File: config.mk
export PLATFORM = sky130hd
export DESIGN_NAME = sync_fifo_ctrl_flat
export DESIGN_NICKNAME = d
export VERILOG_FILES = /design/src/rtl/sync_fifo_ctrl_if.sv /design/src/rtl/sync_fifo_ctrl.sv /design/src/flat_wrapper.sv
export SDC_FILE = /design/constraint.sdc
export NUM_CORES = 1
export LEC_CHECK = 0
export ABC_AREA = 1
export BUFFER_PORTS_ARGS = -buffer_cell sky130_fd_sc_hd__buf_4
export CAP_MARGIN = 15
export CORE_ASPECT_RATIO = 0.7
export CORE_UTILIZATION = 65
export CTS_BUF_LIST = sky130_fd_sc_hd__clkbuf_8
export DETAILED_ROUTE_END_ITERATION = 10
export PLACE_DENSITY_LB_ADDON = 0.08
export RECOVER_POWER = 25
export SLEW_MARGIN = 20
export SYNTH_ARGS = -nofsm -noshare
export SYNTH_HDL_FRONTEND = slang
export SYNTH_SLANG_ARGS = --single-unit
File: constraint.sdc
create_clock -name clk -period 4.05 [get_ports clk]
set_clock_uncertainty 0.2 [all_clocks]
set_input_delay 0.2025 -clock clk [delete_from_list [all_inputs] [get_ports clk]]
set_output_delay 0.2025 -clock clk [all_outputs]
set_load 0.05 [all_outputs]
File: src/rtl/sync_fifo_ctrl_if.sv
// Producer/consumer handshake bundle for sync_fifo_ctrl.
interface sync_fifo_ctrl_if #(
    parameter int unsigned DATA_WIDTH = 4,
    parameter int unsigned ADDR_WIDTH = 3
) ();
    logic                  wen;
    logic [DATA_WIDTH-1:0] wdata;
    logic                  ren;
    logic                  clr_err;
    logic [DATA_WIDTH-1:0] rdata;
    logic                  rvalid;
    logic                  full;
    logic                  empty;
    logic                  almost_full;
    logic                  almost_empty;
    logic [ADDR_WIDTH:0]   count;
    logic                  overflow;
    logic                  underflow;

    // User side: issues requests, observes data and status.
    modport master (
        output wen, wdata, ren, clr_err,
        input  rdata, rvalid, full, empty, almost_full, almost_empty,
               count, overflow, underflow
    );

    // FIFO side.
    modport slave (
        input  wen, wdata, ren, clr_err,
        output rdata, rvalid, full, empty, almost_full, almost_empty,
               count, overflow, underflow
    );
endinterface

File: src/rtl/sync_fifo_ctrl.sv
// Single-clock FIFO with occupancy count, threshold flags and sticky error flags.
module sync_fifo_ctrl #(
    parameter int unsigned DATA_WIDTH    = 4,
    parameter int unsigned ADDR_WIDTH    = 3,
    parameter int unsigned AFULL_THRESH  = 6,
    parameter int unsigned AEMPTY_THRESH = 1
) (
    input  logic              clk,
    input  logic              rst,
    sync_fifo_ctrl_if.slave   bus
);
    localparam int unsigned DEPTH = 1 << ADDR_WIDTH;
    localparam int unsigned CNT_W = ADDR_WIDTH + 1;

    logic [DATA_WIDTH-1:0] mem [DEPTH];
    logic [ADDR_WIDTH-1:0] wr_ptr;
    logic [ADDR_WIDTH-1:0] rd_ptr;
    logic                  wr_acc_c;
    logic                  rd_acc_c;
    logic [CNT_W-1:0]      count_nxt_c;

    // Acceptance is gated by the registered flags, never by the other request.
    assign wr_acc_c = bus.wen && !bus.full;
    assign rd_acc_c = bus.ren && !bus.empty;

    // Next occupancy; reset forces zero so the flag registers follow it.
    always_comb begin
        count_nxt_c = bus.count;
        if (rst) begin
            count_nxt_c = '0;
        end else begin
            case ({wr_acc_c, rd_acc_c})
                2'b10:   count_nxt_c = bus.count + CNT_W'(1);
                2'b01:   count_nxt_c = bus.count - CNT_W'(1);
                default: count_nxt_c = bus.count;
            endcase
        end
    end

    // Storage array; contents survive reset.
    always_ff @(posedge clk) begin
        if (!rst && wr_acc_c) begin
            mem[wr_ptr] <= bus.wdata;
        end
    end

    // Pointers, count, read port and sticky error flags.
    always_ff @(posedge clk) begin
        if (rst) begin
            wr_ptr        <= '0;
            rd_ptr        <= '0;
            bus.count     <= '0;
            bus.rdata     <= '0;
            bus.rvalid    <= 1'b0;
            bus.overflow  <= 1'b0;
            bus.underflow <= 1'b0;
        end else begin
            bus.count  <= count_nxt_c;
            bus.rvalid <= rd_acc_c;
            if (wr_acc_c) begin
                wr_ptr <= wr_ptr + ADDR_WIDTH'(1);
            end
            if (rd_acc_c) begin
                rd_ptr    <= rd_ptr + ADDR_WIDTH'(1);
                bus.rdata <= mem[rd_ptr];
            end
            bus.overflow  <= (bus.overflow  && !bus.clr_err) || (bus.wen && bus.full);
            bus.underflow <= (bus.underflow && !bus.clr_err) || (bus.ren && bus.empty);
        end
    end

    // Status flags are a registered decode of the next count, so they always
    // equal a decode of the current count without a combinational output path.
    always_ff @(posedge clk) begin
        bus.full         <= (count_nxt_c == CNT_W'(DEPTH));
        bus.empty        <= (count_nxt_c == '0);
        bus.almost_full  <= (count_nxt_c >= CNT_W'(AFULL_THRESH));
        bus.almost_empty <= (count_nxt_c <= CNT_W'(AEMPTY_THRESH));
    end
endmodule

File: src/flat_wrapper.sv
// flat-port wrapper written by rule: the top's interface ports become plain ports
module sync_fifo_ctrl_flat 
#(
    parameter int unsigned DATA_WIDTH    = 4,
    parameter int unsigned ADDR_WIDTH    = 3,
    parameter int unsigned AFULL_THRESH  = 6,
    parameter int unsigned AEMPTY_THRESH = 1
)
  (clk, rst, bus_wen, bus_wdata, bus_ren, bus_clr_err, bus_rdata, bus_rvalid, bus_full, bus_empty, bus_almost_full, bus_almost_empty, bus_count, bus_overflow, bus_underflow);
  sync_fifo_ctrl_if #(.DATA_WIDTH(DATA_WIDTH), .ADDR_WIDTH(ADDR_WIDTH)) bus_i ();
  input  logic clk;
  input  logic rst;
  input wire logic [$bits(bus_i.wen)-1:0] bus_wen;
  input wire logic [$bits(bus_i.wdata)-1:0] bus_wdata;
  input wire logic [$bits(bus_i.ren)-1:0] bus_ren;
  input wire logic [$bits(bus_i.clr_err)-1:0] bus_clr_err;
  output wire logic [$bits(bus_i.rdata)-1:0] bus_rdata;
  output wire logic [$bits(bus_i.rvalid)-1:0] bus_rvalid;
  output wire logic [$bits(bus_i.full)-1:0] bus_full;
  output wire logic [$bits(bus_i.empty)-1:0] bus_empty;
  output wire logic [$bits(bus_i.almost_full)-1:0] bus_almost_full;
  output wire logic [$bits(bus_i.almost_empty)-1:0] bus_almost_empty;
  output wire logic [$bits(bus_i.count)-1:0] bus_count;
  output wire logic [$bits(bus_i.overflow)-1:0] bus_overflow;
  output wire logic [$bits(bus_i.underflow)-1:0] bus_underflow;
  assign bus_i.wen = bus_wen;
  assign bus_i.wdata = bus_wdata;
  assign bus_i.ren = bus_ren;
  assign bus_i.clr_err = bus_clr_err;
  assign bus_rdata = bus_i.rdata;
  assign bus_rvalid = bus_i.rvalid;
  assign bus_full = bus_i.full;
  assign bus_empty = bus_i.empty;
  assign bus_almost_full = bus_i.almost_full;
  assign bus_almost_empty = bus_i.almost_empty;
  assign bus_count = bus_i.count;
  assign bus_overflow = bus_i.overflow;
  assign bus_underflow = bus_i.underflow;
  sync_fifo_ctrl #(.DATA_WIDTH(DATA_WIDTH), .ADDR_WIDTH(ADDR_WIDTH), .AFULL_THRESH(AFULL_THRESH), .AEMPTY_THRESH(AEMPTY_THRESH)) u_core (.clk(clk), .rst(rst), .bus(bus_i));
endmodule
# Yosys cells after proc, flatten, opt, wreduce, memory -nomap -nowiden
# Memories as Yosys holds them, arrays and structs flattened. A register that Yosys moved wholly into a read port is not among the register bits.
# Index checks and enable logic that the tools add are counted.
[totals] reg_bits=17 latch_bits=0 ramBits=32 rom_bits=0 inputBits=9 out_inout_bits=15 wordCells=38 memories=1
[classes] add_sub_neg=4 multipliers=0 div=0 magnitude_cmp=2 n_eq_ne=3 n_shift=0 n_mux=4 bitwise=0 reduce_logical=14
[mem_list] memory="u_core.mem" words=8 width=4 read_ports=1 rd_ports_with_merged_regs=1 write_ports=1 line="sync_fifo_ctrl.sv:15" source="logic [DATA_WIDTH-1:0] mem [DEPTH];"
[ops] operator="$pmux W4 S2" n=1
[ops] operator="$logic_and A1 B1 Y1" n=7
[ops] operator="$add A3 B1 Y3 const B" n=2
[ops] operator="$add A4 B1 Y4 const B" n=1
[ops] operator="$eq A4 B4 Y1 const B" n=1
[ops] operator="$ge A4 B3 Y1 const B" n=1
[ops] operator="$le A4 B1 Y1 const B" n=1
[ops] operator="$logic_not A1 Y1" n=4
[ops] operator="$logic_not A4 Y1" n=1
[ops] operator="$mux W4" n=1
[ops] operator="$sub A4 B1 Y4 const B" n=1
[ops] operator="$eq A2 B1 Y1 const B" n=1
[ops] operator="$eq A2 B2 Y1 const B" n=1
[ops] operator="$logic_or A1 B1 Y1" n=2
[ops] operator="$mux W1" n=2

# Longest topological paths before layout
[logic_depth] word_depth=6 ltp_mapped=17 mapped_depth_nobuf=17

# Worst setup path before layout
# OpenSTA, ideal clock, no wires.
[synth_path] path_kind="reg-to-reg" from="reg u_core.bus.empty" to="reg u_core.bus.empty" setup_ns=0.070 arrival_time_ns=2.147 required_ns=3.780 path_slack_ns=1.633 stages_incl_launch_ff=12 n_path_buf=1 period_less_slack_ns=2.417 cell_sequence="dfxtp_1 nor2_1 buf_2 ha_1 nor2_1 nor2_4 ha_1 nor2_1 nor2_1 nand2_1 nand3_1 a21oi_1"
[synth_between] elab_chain_cells=6 elab_cells_between_ends=7 cone_classes="eq/ne (2); mux (2); reduce/logical (3)"
[synth_rtl] item="start: declaration" line="sync_fifo_ctrl_if.sv:30" source="output rdata, rvalid, full, empty, almost_full, almost_empty,"
[synth_rtl] item="start signal: assignment" line="sync_fifo_ctrl.sv:76" source="bus.empty <= (count_nxt_c == '0);"
[synth_rtl] item="$logic_not A1 Y1 *" line="sync_fifo_ctrl.sv:24" source="assign rd_acc_c = bus.ren && !bus.empty;"
[synth_rtl] item="$logic_and A1 B1 Y1 *" line="sync_fifo_ctrl.sv:24"
[synth_rtl] item="named net u_core.rd_acc_c" line="sync_fifo_ctrl.sv:19" source="logic rd_acc_c;"
[synth_rtl] item="$eq A2 B1 Y1 / $eq A2 B2 Y1 (equally long branches)" line="sync_fifo_ctrl.sv:32" source="case ({wr_acc_c, rd_acc_c})"
[synth_rtl] item="$pmux W4 S2 *" line="sync_fifo_ctrl.sv:32"
[synth_rtl] item="$mux W4 *" line="sync_fifo_ctrl.sv:29" source="if (rst) begin"
[synth_rtl] item="$logic_not A4 Y1 *" line="sync_fifo_ctrl.sv:76"
# Mark *: on every way through the listed nets, which the timed path passes. The rest lies on a longest branch.
# A chain may end at the register's enable or synchronous reset.

# Worst setup path in the final report
[layout_path] from="in bus_wen" to="reg u_core.bus.full"
[layout_between] elab_chain_cells=5 elab_cells_between_ends=6 cone_classes="eq/ne (3); mux (2); reduce/logical (1)"
[layout_rtl] item="start: declaration" line="flat_wrapper.sv:13" source="input wire logic [$bits(bus_i.wen)-1:0] bus_wen;"
[layout_rtl] item="$logic_and A1 B1 Y1 *" line="sync_fifo_ctrl.sv:23" source="assign wr_acc_c = bus.wen && !bus.full;"
[layout_rtl] item="$eq A2 B1 Y1 / $eq A2 B2 Y1 (equally long branches)" line="sync_fifo_ctrl.sv:32"
[layout_rtl] item="$pmux W4 S2 *" line="sync_fifo_ctrl.sv:32"
[layout_rtl] item="$mux W4 *" line="sync_fifo_ctrl.sv:29"
[layout_rtl] item="$eq A4 B4 Y1 *" line="sync_fifo_ctrl.sv:75" source="bus.full <= (count_nxt_c == CNT_W'(DEPTH));"
[layout_rtl] item="end signal: assignment" line="sync_fifo_ctrl.sv:75"
[layout_rtl] item="end: declaration" line="sync_fifo_ctrl_if.sv:30"
# Every way passes the cells marked *; elsewhere a longest branch is shown, timed or not.

==> metrics <==
YS warnings 0; met1 Track Usage GR between 40% and 50%; share of cells above drive strength 1 between 10% and 20%; CTS root buffer clkbuf_8; Max Freq a little under 400 MHz; num ports 24; GRT Max-Usage Layer met2; Iteration-0 DRC Markers 200; clock share of power about 20%; Via Count ~1.7k; worst skew pair latency roughly 0.3 ns; GRT Util Overall 27.61%; Placed Cells 287; Starting Density approximately 70%; final setup fails 0; Final min period 2.537 ns; number of global-route vias before repair about 1.5k; Clock Sinks 53; Clk pin slew, worst setup/hold paths 0.09 ns; adder-cell area share of the yosys netlist about 2.8%; sequential cell area approximately 1400 um2; CTS buffer count 5; endpoints failing hold 0; Worst IR Drop VDD 0.0006177 V; Yosys cell types 24; remaining antenna violation count after routing 0; RSZ-0062 raised after global routing no; gr ovfl total 0; Tcrit/Tclk final between 60% and 70%; pin count of the biggest net entering global routing 27; hpwl dp 3.210 mm; Comb power frac 37.3%; crit path DAT 2.56 ns; Slew @ Worst Pin 0.8326 ns; CTS tree yes; switching share of power around two fifths; xor and xnor area share after synthesis less than 1%; P_sw a little under 0.7 mW; status completed; Layout fillers between 200 and 250; final routed DRC violation total 0; Slew Limit Headroom 44.42%; width of the die roughly 72 um; Flop pwr share approximately 42%; area occupied by multi-input gates ~700 um2; GP Congestion approximately 0.9; setup_tns 0 ns; Mapped Cells 222; crit path kind primary input to flop; Min-Delay Path Class primary input to flop; CORE AREA ~3200 um2; first-pass GRT wire length 7.189 mm; final core utilization 81.15%; Crit Path Max Fanout 7; Crit path required time around 4.1 ns; initial antenna violation count 0; Max-cap violations 0; syn_nets about 240; clk buf depth 2; Pwr Density approximately 660 nW/um2; NumNets Final about 270; Die Area around 3700 um2; Non-Filler Instances a little over 300; sequential-to-total area share from yosys stat about 62%; grt met3 use under 10%; Mapped Area between 2000 and 2500 um2; Internal Pwr Total ~1.0 mW; flop2flop setup slack 1.69 ns; vias per cell 5.492; mux contribution to synthesized area 0%; Yosys reg bits 53; Syn-to-layout area delta 16.11%; post-DR wirelength/cell between 10 and 15 um; Post-Place Worst Slack 1.777 ns; commonest non-fill, non-tap cells in the layout nand2_1, edfxtp_1, inv_1, nor2_1, dfxtp_1; Worst setup SP type primary input; port bufs 23; H-Tree Depth 2; Power Total approximately 1.7 mW; Die H 51.17 um; top-area cell type share of the netlist area about 43%; largest family of logic cells by synthesized area compound AO/OA/AOI/OAI gates; fin worst setup slack about 1.5 ns; final wirelength roughly 4.5 mm; GR Util met2 between 40% and 50%; Post-CTS Resized 0; Synth Area in Compound Gates 14.38%; Crit. End Element flop; Synth area leaders edfxtp_1, dfxtp_1, nand2_1, inv_1, a21oi_1; # diodes 0; FP Rows 17; DR pass1 iterations 4; Slew Limit Fails 0; Mean Syn Cell Area ~10 um2; Simple-Gate Fraction of Synth Area 13.15%; Yosys top cell by area edfxtp_1; leakage power approximately 1.1 nW
==> per-layer routing <==
layer | wire (um) | part of all wire [%]
met1 | 2096 | 47
met2 | 2053 | 46
met3 | 286 | 6.4
met4 | 53 | 1.2
met5 | 0 | 0
==> cells in the mapped netlist, drive strengths merged <==
cell type and n:
a21oi 23, buf 6, dfxtp 21, edfxtp 32, ha 5, inv 31
nand2 33, nand3 7, nor2 24, nor3 4, o211ai 8, o21a 1
o21ai 24, or2 1, xnor2 1, xor2 1
==> flip-flops by register name, indices dropped and copies added (netlist names) <==
name / flops
u_core.bus.almost_empty: 1
u_core.bus.almost_full: 1
u_core.bus.count: 4
u_core.bus.empty: 1
u_core.bus.full: 1
u_core.bus.overflow: 1
u_core.bus.rdata: 4
u_core.bus.rvalid: 1
u_core.bus.underflow: 1
u_core.mem: 32
u_core.rd_ptr: 3
u_core.wr_ptr: 3
==> kinds of logic (layout without fill, tap and decap cells) <==
logic type | after synthesis | count (layout)
simple gates | 69 | 69
compound gates | 56 | 56
buf+inv | 37 | 71
fa+ha+maj | 5 | 5
flops | 53 | 53
xor+xnor | 2 | 2
==> cell type report <==
type / instances / area share (%)
timing repair buffer: 32 / 9.409
multi-input combinational: 132 / 26.79
clock inverter: 3 / 1.440
tap: 47 / 2.256
sequential: 53 / 53.00
clock buffer: 5 / 2.640
inverter: 31 / 4.465
==> through the flow <==
| stage | cell area [um2] | hold WS [ns] |
|---|---|---|
| 2_1_floorplan | 2245 | 0.1014 |
| 4_1_cts | 2621 | 0.2182 |
| 5_1_grt | 2606 | 0.2345 |
| 6_report | 2606 | 0.2092 |
| 3_5_place_dp | 2435 | 0.2341 |
| 3_3_place_gp | 2435 | 0.2296 |
==> power groups by stage <==
stage               Combinational (mW)  Clock (mW)  Sequential [mW]
floorplan                        0.309           0            0.886
global placement                 0.602           0            0.730
detailed placement               0.629           0            0.737
CTS                              0.638       0.341            0.725
global route                     0.691       0.364            0.736
finish                           0.639       0.347            0.727
==> final timing paths <==
path               startpoint             endpoint  cells after the start
max                   bus_wen      u_core.bus.full                     16
min                   bus_ren  u_core.bus.rdata[0]                      5
min reg2reg   u_core.bus.full  u_core.bus.overflow                      2
max reg2reg  u_core.bus.empty      u_core.bus.full                     13
==> worst max-delay path, cell delays in order <==
cell	delay (ns)
dlygate4sd3_1	0.52
buf_4	0.10
inv_1	0.03
nor2_1	0.12
inv_1	0.14
ha_1	0.27
nor2_1	0.21
nor2_4	0.07
ha_1	0.17
inv_1	0.06
nand2_1	0.08
nand3_1	0.10
nand3_1	0.09
nand2_1	0.11
nand3_1	0.11
nor2_1	0.18
==> timing repair <==
action	in CTS	in global routing
endpoints found under the hold margin	36	0
setup buffers	0	0
hold buffers	8	0
No activity file was read; power rests on OpenSTA's default activity.
